### config.mk
export PLATFORM = sky130hd
export DESIGN_NAME = pwm_speed_decoder_flat
export DESIGN_NICKNAME = d
export VERILOG_FILES = /design/src/rtl/pwm_speed_decoder_pkg.sv /design/src/rtl/pwm_speed_decoder_if.sv /design/src/rtl/pwm_speed_decoder_sync_edge.sv /design/src/rtl/pwm_speed_decoder.sv /design/src/flat_wrapper.sv
export SDC_FILE = /design/constraint.sdc
export NUM_CORES = 1
export LEC_CHECK = 0
export ABC_AREA = 1
export BUFFER_PORTS_ARGS = -buffer_cell sky130_fd_sc_hd__buf_2
export CORE_MARGIN = 4
export CORE_UTILIZATION = 60
export CTS_CLUSTER_SIZE = 20
export DETAILED_ROUTE_END_ITERATION = 6
export PLACE_DENSITY = 0.8
export SLEW_MARGIN = 25
export SYNTH_ARGS = -nofsm -noshare
export SYNTH_HDL_FRONTEND = slang
export SYNTH_SLANG_ARGS = --single-unit
### constraint.sdc
create_clock -name clk -period 2.45 [get_ports clk]
set_clock_uncertainty 0.15 [all_clocks]
set_input_delay 0.49 -clock clk [delete_from_list [all_inputs] [get_ports clk]]
set_output_delay 0.49 -clock clk [all_outputs]
set_load 0.005 [all_outputs]
### src/rtl/pwm_speed_decoder_pkg.sv
// Definitions shared by the fan PWM generator and the PWM speed decoder, so
// both ends agree on the PWM period and the duty-code width.
package chs_pkg;

  localparam int PWM_PERIOD = 256;

  typedef logic [7:0] speed_t;

  localparam speed_t SPEED_MIN = 8'h00;
  localparam speed_t SPEED_MAX = 8'hFF;

  typedef enum logic [1:0] {
    ACQUIRE,
    MEASURE,
    STUCK_LOW,
    STUCK_HIGH
  } dec_state_e;

endpackage

### src/rtl/pwm_speed_decoder_if.sv
// Feedback-path bundle between the PWM line source and the speed decoder:
// the raw PWM line in, the recovered code and health flags out.
interface pwm_speed_decoder_if;
  import chs_pkg::*;

  logic   pwm_in;
  speed_t speed;
  logic   speed_valid;
  logic   period_err;
  logic   stuck_low;
  logic   stuck_high;

  modport master (
    output pwm_in,
    input  speed,
    input  speed_valid,
    input  period_err,
    input  stuck_low,
    input  stuck_high
  );

  modport slave (
    input  pwm_in,
    output speed,
    output speed_valid,
    output period_err,
    output stuck_low,
    output stuck_high
  );

endinterface

### src/rtl/pwm_speed_decoder_sync_edge.sv
// Synchronizer for the asynchronous PWM line plus rise/fall detection on the
// synchronized level. SYNC_STAGES must be at least 2.
module pwm_sync_edge #(
  parameter int SYNC_STAGES = 2
) (
  input  logic clk,
  input  logic arst,
  input  logic pwm_i,
  output logic level_o,
  output logic rise_o,
  output logic fall_o
);

  logic [SYNC_STAGES-1:0] sync_q;
  logic                   prev_q;

  always_ff @(posedge clk or negedge arst) begin
    if (!arst) begin
      sync_q <= '0;
      prev_q <= 1'b0;
    end else begin
      sync_q <= {sync_q[SYNC_STAGES-2:0], pwm_i};
      prev_q <= sync_q[SYNC_STAGES-1];
    end
  end

  assign level_o = sync_q[SYNC_STAGES-1];
  assign rise_o  = sync_q[SYNC_STAGES-1] & ~prev_q;
  assign fall_o  = ~sync_q[SYNC_STAGES-1] & prev_q;

endmodule

### src/rtl/pwm_speed_decoder.sv
// Recovers the 8-bit duty code from a fan PWM line by timing the high phase
// and the rise-to-rise period, and flags stuck or off-period lines.
module pwm_speed_decoder
  import chs_pkg::*;
#(
  parameter int PERIOD      = PWM_PERIOD,
  parameter int TOL         = 2,
  parameter int SYNC_STAGES = 2
) (
  input  logic              clk,
  input  logic              arst,
  pwm_speed_decoder_if.slave dec_if
);

  localparam int CNT_W = $clog2(2 * PERIOD) + 1;
  localparam logic [CNT_W-1:0] CNT_MAX   = '1;
  localparam logic [CNT_W-1:0] CNT_STUCK = CNT_W'(2 * PERIOD - 1);

  function automatic logic [CNT_W-1:0] sat_inc(input logic [CNT_W-1:0] v);
    return (v == CNT_MAX) ? v : v + CNT_W'(1);
  endfunction

  // The rise cycle itself is not counted by hi_cnt, so add it back here.
  function automatic speed_t sat_speed(input logic [CNT_W-1:0] hi);
    if (hi >= CNT_W'(SPEED_MAX)) begin
      return SPEED_MAX;
    end
    return speed_t'(hi + CNT_W'(1));
  endfunction

  function automatic logic in_tol(input logic [CNT_W-1:0] per);
    int meas;
    meas = int'(per) + 1;
    return (meas >= PERIOD - TOL) && (meas <= PERIOD + TOL);
  endfunction

  logic level;
  logic rise;
  logic fall;

  pwm_sync_edge #(
    .SYNC_STAGES(SYNC_STAGES)
  ) u_sync_edge (
    .clk    (clk),
    .arst   (arst),
    .pwm_i  (dec_if.pwm_in),
    .level_o(level),
    .rise_o (rise),
    .fall_o (fall)
  );

  dec_state_e       state_q;
  logic [CNT_W-1:0] per_cnt_q;
  logic [CNT_W-1:0] hi_cnt_q;
  logic [CNT_W-1:0] per_cnt_d;
  logic [CNT_W-1:0] hi_cnt_d;
  speed_t           cap_q;
  logic             upd_q;
  logic             err_q;
  speed_t           speed_q;
  logic             speed_valid_q;
  logic             period_err_q;
  logic             stuck_low_q;
  logic             stuck_high_q;

  always_comb begin
    per_cnt_d = sat_inc(per_cnt_q);
    hi_cnt_d  = sat_inc(hi_cnt_q);
  end

  always_ff @(posedge clk or negedge arst) begin
    if (!arst) begin
      state_q       <= ACQUIRE;
      per_cnt_q     <= '0;
      hi_cnt_q      <= '0;
      cap_q         <= SPEED_MIN;
      upd_q         <= 1'b0;
      err_q         <= 1'b0;
      speed_q       <= SPEED_MIN;
      speed_valid_q <= 1'b0;
      period_err_q  <= 1'b0;
      stuck_low_q   <= 1'b0;
      stuck_high_q  <= 1'b0;
    end else begin
      // Period verdicts taken on a rise are published one cycle later.
      speed_valid_q <= upd_q;
      period_err_q  <= err_q;
      upd_q         <= 1'b0;
      err_q         <= 1'b0;
      if (upd_q) begin
        speed_q <= cap_q;
      end

      case (state_q)
        ACQUIRE: begin
          if (rise) begin
            per_cnt_q <= '0;
            hi_cnt_q  <= '0;
            state_q   <= MEASURE;
          end else if (fall) begin
            per_cnt_q <= '0;
          end else if (per_cnt_q >= CNT_STUCK) begin
            speed_valid_q <= 1'b1;
            if (level) begin
              speed_q      <= SPEED_MAX;
              stuck_high_q <= 1'b1;
              state_q      <= STUCK_HIGH;
            end else begin
              speed_q     <= SPEED_MIN;
              stuck_low_q <= 1'b1;
              state_q     <= STUCK_LOW;
            end
          end else begin
            per_cnt_q <= per_cnt_d;
          end
        end

        MEASURE: begin
          // A rise always closes the period, even when it coincides with the
          // stuck timeout.
          if (rise) begin
            upd_q     <= in_tol(per_cnt_q);
            err_q     <= ~in_tol(per_cnt_q);
            cap_q     <= sat_speed(hi_cnt_q);
            per_cnt_q <= '0;
            hi_cnt_q  <= '0;
          end else if (per_cnt_q >= CNT_STUCK) begin
            per_cnt_q     <= per_cnt_d;
            speed_valid_q <= 1'b1;
            if (level) begin
              speed_q      <= SPEED_MAX;
              stuck_high_q <= 1'b1;
              state_q      <= STUCK_HIGH;
            end else begin
              speed_q     <= SPEED_MIN;
              stuck_low_q <= 1'b1;
              state_q     <= STUCK_LOW;
            end
          end else begin
            per_cnt_q <= per_cnt_d;
            if (level) begin
              hi_cnt_q <= hi_cnt_d;
            end
          end
        end

        STUCK_LOW: begin
          if (rise) begin
            stuck_low_q <= 1'b0;
            per_cnt_q   <= '0;
            hi_cnt_q    <= '0;
            state_q     <= MEASURE;
          end
        end

        STUCK_HIGH: begin
          if (fall) begin
            stuck_high_q <= 1'b0;
            per_cnt_q    <= '0;
            hi_cnt_q     <= '0;
            state_q      <= ACQUIRE;
          end
        end

        default: begin
          state_q <= ACQUIRE;
        end
      endcase
    end
  end

  assign dec_if.speed       = speed_q;
  assign dec_if.speed_valid = speed_valid_q;
  assign dec_if.period_err  = period_err_q;
  assign dec_if.stuck_low   = stuck_low_q;
  assign dec_if.stuck_high  = stuck_high_q;

endmodule

### src/flat_wrapper.sv
// flat-port wrapper written by rule: the top's interface ports become plain ports
module pwm_speed_decoder_flat import chs_pkg::*;
#(
  parameter int PERIOD      = PWM_PERIOD,
  parameter int TOL         = 2,
  parameter int SYNC_STAGES = 2
)
  (clk, arst, dec_if_pwm_in, dec_if_speed, dec_if_speed_valid, dec_if_period_err, dec_if_stuck_low, dec_if_stuck_high);
  pwm_speed_decoder_if dec_if_i ();
  input  logic clk;
  input  logic arst;
  input wire logic [$bits(dec_if_i.pwm_in)-1:0] dec_if_pwm_in;
  output wire logic [$bits(dec_if_i.speed)-1:0] dec_if_speed;
  output wire logic [$bits(dec_if_i.speed_valid)-1:0] dec_if_speed_valid;
  output wire logic [$bits(dec_if_i.period_err)-1:0] dec_if_period_err;
  output wire logic [$bits(dec_if_i.stuck_low)-1:0] dec_if_stuck_low;
  output wire logic [$bits(dec_if_i.stuck_high)-1:0] dec_if_stuck_high;
  assign dec_if_i.pwm_in = dec_if_pwm_in;
  assign dec_if_speed = dec_if_i.speed;
  assign dec_if_speed_valid = dec_if_i.speed_valid;
  assign dec_if_period_err = dec_if_i.period_err;
  assign dec_if_stuck_low = dec_if_i.stuck_low;
  assign dec_if_stuck_high = dec_if_i.stuck_high;
  pwm_speed_decoder #(.PERIOD(PERIOD), .TOL(TOL), .SYNC_STAGES(SYNC_STAGES)) u_core (.clk(clk), .arst(arst), .dec_if(dec_if_i));
endmodule
After elaboration in Yosys (flattened, before gate mapping)
Cells that the tools add are included.
Widths: inputs -> output; s select.
- register bits after elaboration: 47
- input bits: 3
- logic and storage cells: 108
- eq/ne operators: 16
- reduce and logical (&&, ||, !) cells: 11
- magnitude comparators: 4
- multiplexer cells: 56
- bitwise gates (word level): 5
- $add $sub $neg: 3
- operator list (operator ; number):
    $mux 10 ; 11
    $mux 8 ; 8
    $pmux 10 s4 ; 1
    $ge 32x9->1 const B ; 1
    $le 32x10->1 const B ; 1
    $pmux 10 s3 ; 1
    $mux 1 ; 24
    $add 10x1->10 const B ; 2
    $eq 10x10->1 const B ; 2
    $pmux 8 s2 ; 1
    $reduce_and 5->1 ; 3
    $mux 2 ; 6
    $ne 3x2->1 const B ; 4
    $add 10x1->11 const B ; 1
    $ge 10x8->1 const B ; 1
    $ge 10x9->1 const B ; 1
    $pmux 2 s4 ; 1
    $ne 2x1->1 const B ; 3
    $ne 2x2->1 const B ; 3
    $pmux 1 s3 ; 2
    $reduce_bool 3->1 ; 2
    $eq 2x2->1 const B ; 2
    $ne 4x2->1 const B ; 1
    $reduce_and 4->1 ; 1
    other kinds (9) ; 12

Depth between registers and ports, before layout
- depth in word-level cells: 6
- mapped depth: 11

Modules after synthesis
From an unflattened synthesis, not the netlist that was laid out.
- cell total of the unflattened synthesis: 342
- area total of the unflattened synthesis: 2621.3 um^2
- by module, submodules not included (module ; sequential area each (um^2) ; times used ; cells each ; area an instance (um^2)):
    pwm_speed_decoder ; 1101.1 ; 1 ; 335 ; 2531.2
    pwm_sync_edge ; 75.1 ; 1 ; 7 ; 90.1

Worst setup path after synthesis
No wires, ideal clock.
- path type: flip-flop to flip-flop
- from: register u_core.u_sync_edge.sync_q[1]
- to: register u_core.cap_q[0]
- setup slack: 0.723 ns
- data arrival time: 1.435 ns
- path buffers: 1
- required time: 2.157 ns
- stages on the path, launching flop included: 7
- cells stage by stage: dfrtp_1 -> ha_1 -> inv_1 -> nor2_1 -> inv_1 -> clkbuf_1 -> a22oi_1
- word-level cells in the longest chain between the ends: 2
- ends and longest elaborated chain (item ; RTL line ; source):
    start: declaration ; pwm_speed_decoder_sync_edge.sv:14 ; logic [SYNC_STAGES-1:0] sync_q;
    start signal: assignment ; pwm_speed_decoder_sync_edge.sv:22 ; sync_q <= {sync_q[SYNC_STAGES-2:0], pwm_i};
    $and 1x1->1 ; pwm_speed_decoder_sync_edge.sv:28 ; assign rise_o = sync_q[SYNC_STAGES-1] & ~prev_q;
    $reduce_and 2->1 (no source line) ; n/a ;
    end signal: assignment ; pwm_speed_decoder.sv:124 ; cap_q <= sat_speed(hi_cnt_q);
    end: declaration ; pwm_speed_decoder.sv:57 ; speed_t cap_q;
No other way between the ends.
A chain may end at the register's enable or synchronous reset.

Worst setup path after layout
- from: register u_core.u_sync_edge.sync_q[1]
- to: register u_core.cap_q[7]
The elaborated chain is that of the path after synthesis.

==> impl_metrics.ini <==
[cells_and_area]
drive_gt1_share_pct = 13.5
area_growth_pct = 7.27
finalNetCount = 392
antenna_cells = 0
final_util_pct = 67.4
fillCellCount = 371

[routing]
via_per_inst = 5.38
drc = 0
firstDrtPassIters = 4
ant_nets = 0
first_iter_violations = 238
vias = 2351
drt_wl_total_um = 5640
wire_per_inst_um = 12.9

[cts]
cts_sinks = 47
cts_tree = built
cts_root_buf = clkbuf_8
clk_pin_slew_ns = 0.09
clock_path_buffers = 2
cts_buffers = 5
worstSkewPairLatency_ns = 0.30
cts_setup_buffers = 0
htreeDepth = 2
ctsResizeCount = 0
cts_hold_buf = 0

[synthesis]
yosys-top-cells-count = 100 x nand2_1, 50 x inv_1, 47 x dfrtp_1
ys_top_cells_by_area = dfrtp_1 43%, nand2_1 14%, inv_1 6.8%, o21ai_0 5.1%, nand3_1 4.9%
synth.cell_area_sq_um = 2750
yosys_register_bits = 47
synth_edf_count = 0
async_flop_share_pct = 100
yosysMostFrequentCell = nand2_1
syn_area_per_cell_sq_um = 7.52
synth.yosys.seq_area_share_pct = 42.7
synthDominantCellAreaShare_pct = 42.7
syn_nets = 374
yosysWarningCount = 0
yosys_most_used_dff = dfrtp_1
yosysTopAreaCell = dfrtp_1
synth_cell_type_count = 33
syn_inst = 366

[global_routing]
grt_pass1_vias = 2002
grt_overflow_total = 0
gr-usage-all-layers_pct = 21.5
antenna_found_initial = 0
grt_max_degree = 48
grt_pass1_wl_um = 9430

[die]
die_x_um = 75.7
core_area_sq_um = 4380
placementRows = 24
initial_utilization_pct = 62.8
die_area_sq_um = 5740
die_y_um = 75.7
io_pins = 15

[critical_path]
path_common_cell = inv_1
slowest_stage = dfrtp_1
cp.arrival_ns = 2.15
crit_type = reg -> reg
worstPathRequired_ns = 2.47
path_cells = ha_1 > inv_1 > nor2_1 > inv_1 > nor3_4 > a22oi_1
cpPeakStageDelay_ns = 0.50
worstPathMaxFanout = 13
endpoint_kind = flop
cp-start-kind = flop

[placed_design]
hpwl_um = 4160
port_buffers = 14
gp_congestion = 0.871

[pwr]
power_switching_uw = 821
leakagePower_nw = 1.49
p_int_mw = 1.37
p_per_area_nw_per_um2 = 741
max-vdd-ir-drop_v = 0.000412
power_frac_seq_pct = 46.5
swShare_pct = 37.5
clkPwrFrac_pct = 21.1
combinationalPowerShare_pct = 32.4

[timing]
worst_slew_pin_slew_ns = 0.571
slew_violations = 0
hold_viol = 0
fmax_mhz = 468
tns_ns = 0
timing.final.crit_share_pct = 87.2
slew_headroom_pct = 61.9
setup_viol = 0
hold_slack_ns = 0.116
rsz0062_at_grt = false
period_needed_ns = 2.14

[run_status]
status = finished clean

[worst_hold_path]
hold_path.class = in -> async

[flow_run]
max_cap_viol_count = 0
-- registers in the layout, summed over array words and instances (netlist names) --
register                   count
u_core.u_sync_edge.prev_q      1
u_core.dec_if.stuck_high       1
u_core.per_cnt_q              10
u_core.dec_if.speed            8
u_core.u_sync_edge.sync_q      2
u_core.dec_if.stuck_low        1
u_core.upd_q                   1
u_core.err_q                   1
u_core.cap_q                   8
u_core.dec_if.speed_valid      1
u_core.state_q                 2
u_core.hi_cnt_q               10
u_core.dec_if.period_err       1
-- metal layers --
| layer | up-vias | wire length, um | global-route usage (%) |
|---|---|---|---|
| li1 | 1221 | - | - |
| met1 | 1069 | 2990 | 35.3 |
| met2 | 57 | 2330 | 29.1 |
| met3 | 4 | 292 | 3.96 |
| met4 | 0 | 32 | 4.66 |
| met5 | - | 0 | 0 |
-- cells in the final DEF, fill, tap and decap left out, types with 3 or more instances in the layout --
| cell | n |
|---|---|
| nand2_1 | 100 |
| inv_1 | 50 |
| dfrtp_1 | 47 |
| nor2_1 | 32 |
| o21ai_0 | 28 |
| nand3_1 | 27 |
| buf_2 | 14 |
| o21ai_1 | 9 |
| a21oi_1 | 8 |
| a22oi_1 | 8 |
| nand4_1 | 7 |
| nand2_2 | 6 |
| o21ai_2 | 5 |
| ha_1 | 5 |
| clkbuf_8 | 5 |
| inv_2 | 4 |
| nor2_2 | 3 |
| nor3_1 | 3 |
| xor2_1 | 3 |
-- cells by family after synthesis --
kind of cell | count (synthesis) | share of synthesized area [%]
buf+inv | 58 | 8.50
simple gates | 188 | 31.3
compound gates | 64 | 14.0
flops | 47 | 42.7
fa+ha+maj | 5 | 2.27
xor+xnor | 4 | 1.27
-- through the flow --
step / cells / setup WS, ns / cell area [sq um] / power, mW
after floorplan: 366 / 0.723 / 2750 / 1.53
after global placement: 429 / 0.355 / 2860 / 1.72
after detailed placement: 429 / 0.318 / 2860 / 1.74
after CTS: 437 / 0.309 / 2950 / 2.20
after global routing: 437 / 0.118 / 2950 / 2.36
final: 437 / 0.314 / 2950 / 2.19
-- worst max-delay path: cells and delay by family, from the launching register on --
family                     cells  cell delay, ns
adders and majority gates      1            0.30
DFF                            1            0.50
AOI/OAI and AO/OA              1            0.12
buffers and inverters          2            0.38
and+or+nand+nor                2            0.55
-- power groups by stage --
stage	Clock (mW)	Combinational [mW]	Sequential (mW)
floorplan	0	0.513	1.02
global placement	0	0.697	1.03
detailed placement	0	0.707	1.03
CTS	0.476	0.709	1.02
global route	0.511	0.809	1.04
finish	0.462	0.709	1.02
-- worst paths after layout --
kind | start | end | slack [ns] | depth (start not counted)
hold / removal | arst | u_core.per_cnt_q[6]$_DFFE_PN0P_ | 0.12 | 2
hold reg to reg | u_core.u_sync_edge.sync_q[0]$_DFF_PN0_ | u_core.u_sync_edge.sync_q[1]$_DFF_PN0_ | 0.21 | 0
setup / recovery | u_core.u_sync_edge.sync_q[1]$_DFF_PN0_ | u_core.cap_q[7]$_DFFE_PN0P_ | 0.31 | 6
min in group clk | dec_if_pwm_in | u_core.u_sync_edge.sync_q[0]$_DFF_PN0_ | 0.14 | 1
max in group asynchronous | arst | u_core.cap_q[4]$_DFFE_PN0P_ | 1.64 | 2
setup reg to reg | u_core.u_sync_edge.sync_q[1]$_DFF_PN0_ | u_core.cap_q[7]$_DFFE_PN0P_ | 0.31 | 6
-- layout make-up --
cell class	instances	area [sq um]	area share, %
flip-flops and latches	47	1180	39.8
multi-input cells	261	1340	45.5
repair buffers	15	77.6	2.63
clock inverters	3	20.0	0.678
inverters	54	203	6.86
well taps	52	65.1	2.20
clock buffers	5	68.8	2.33
Note: power is estimated with default switching activity, not from simulation.
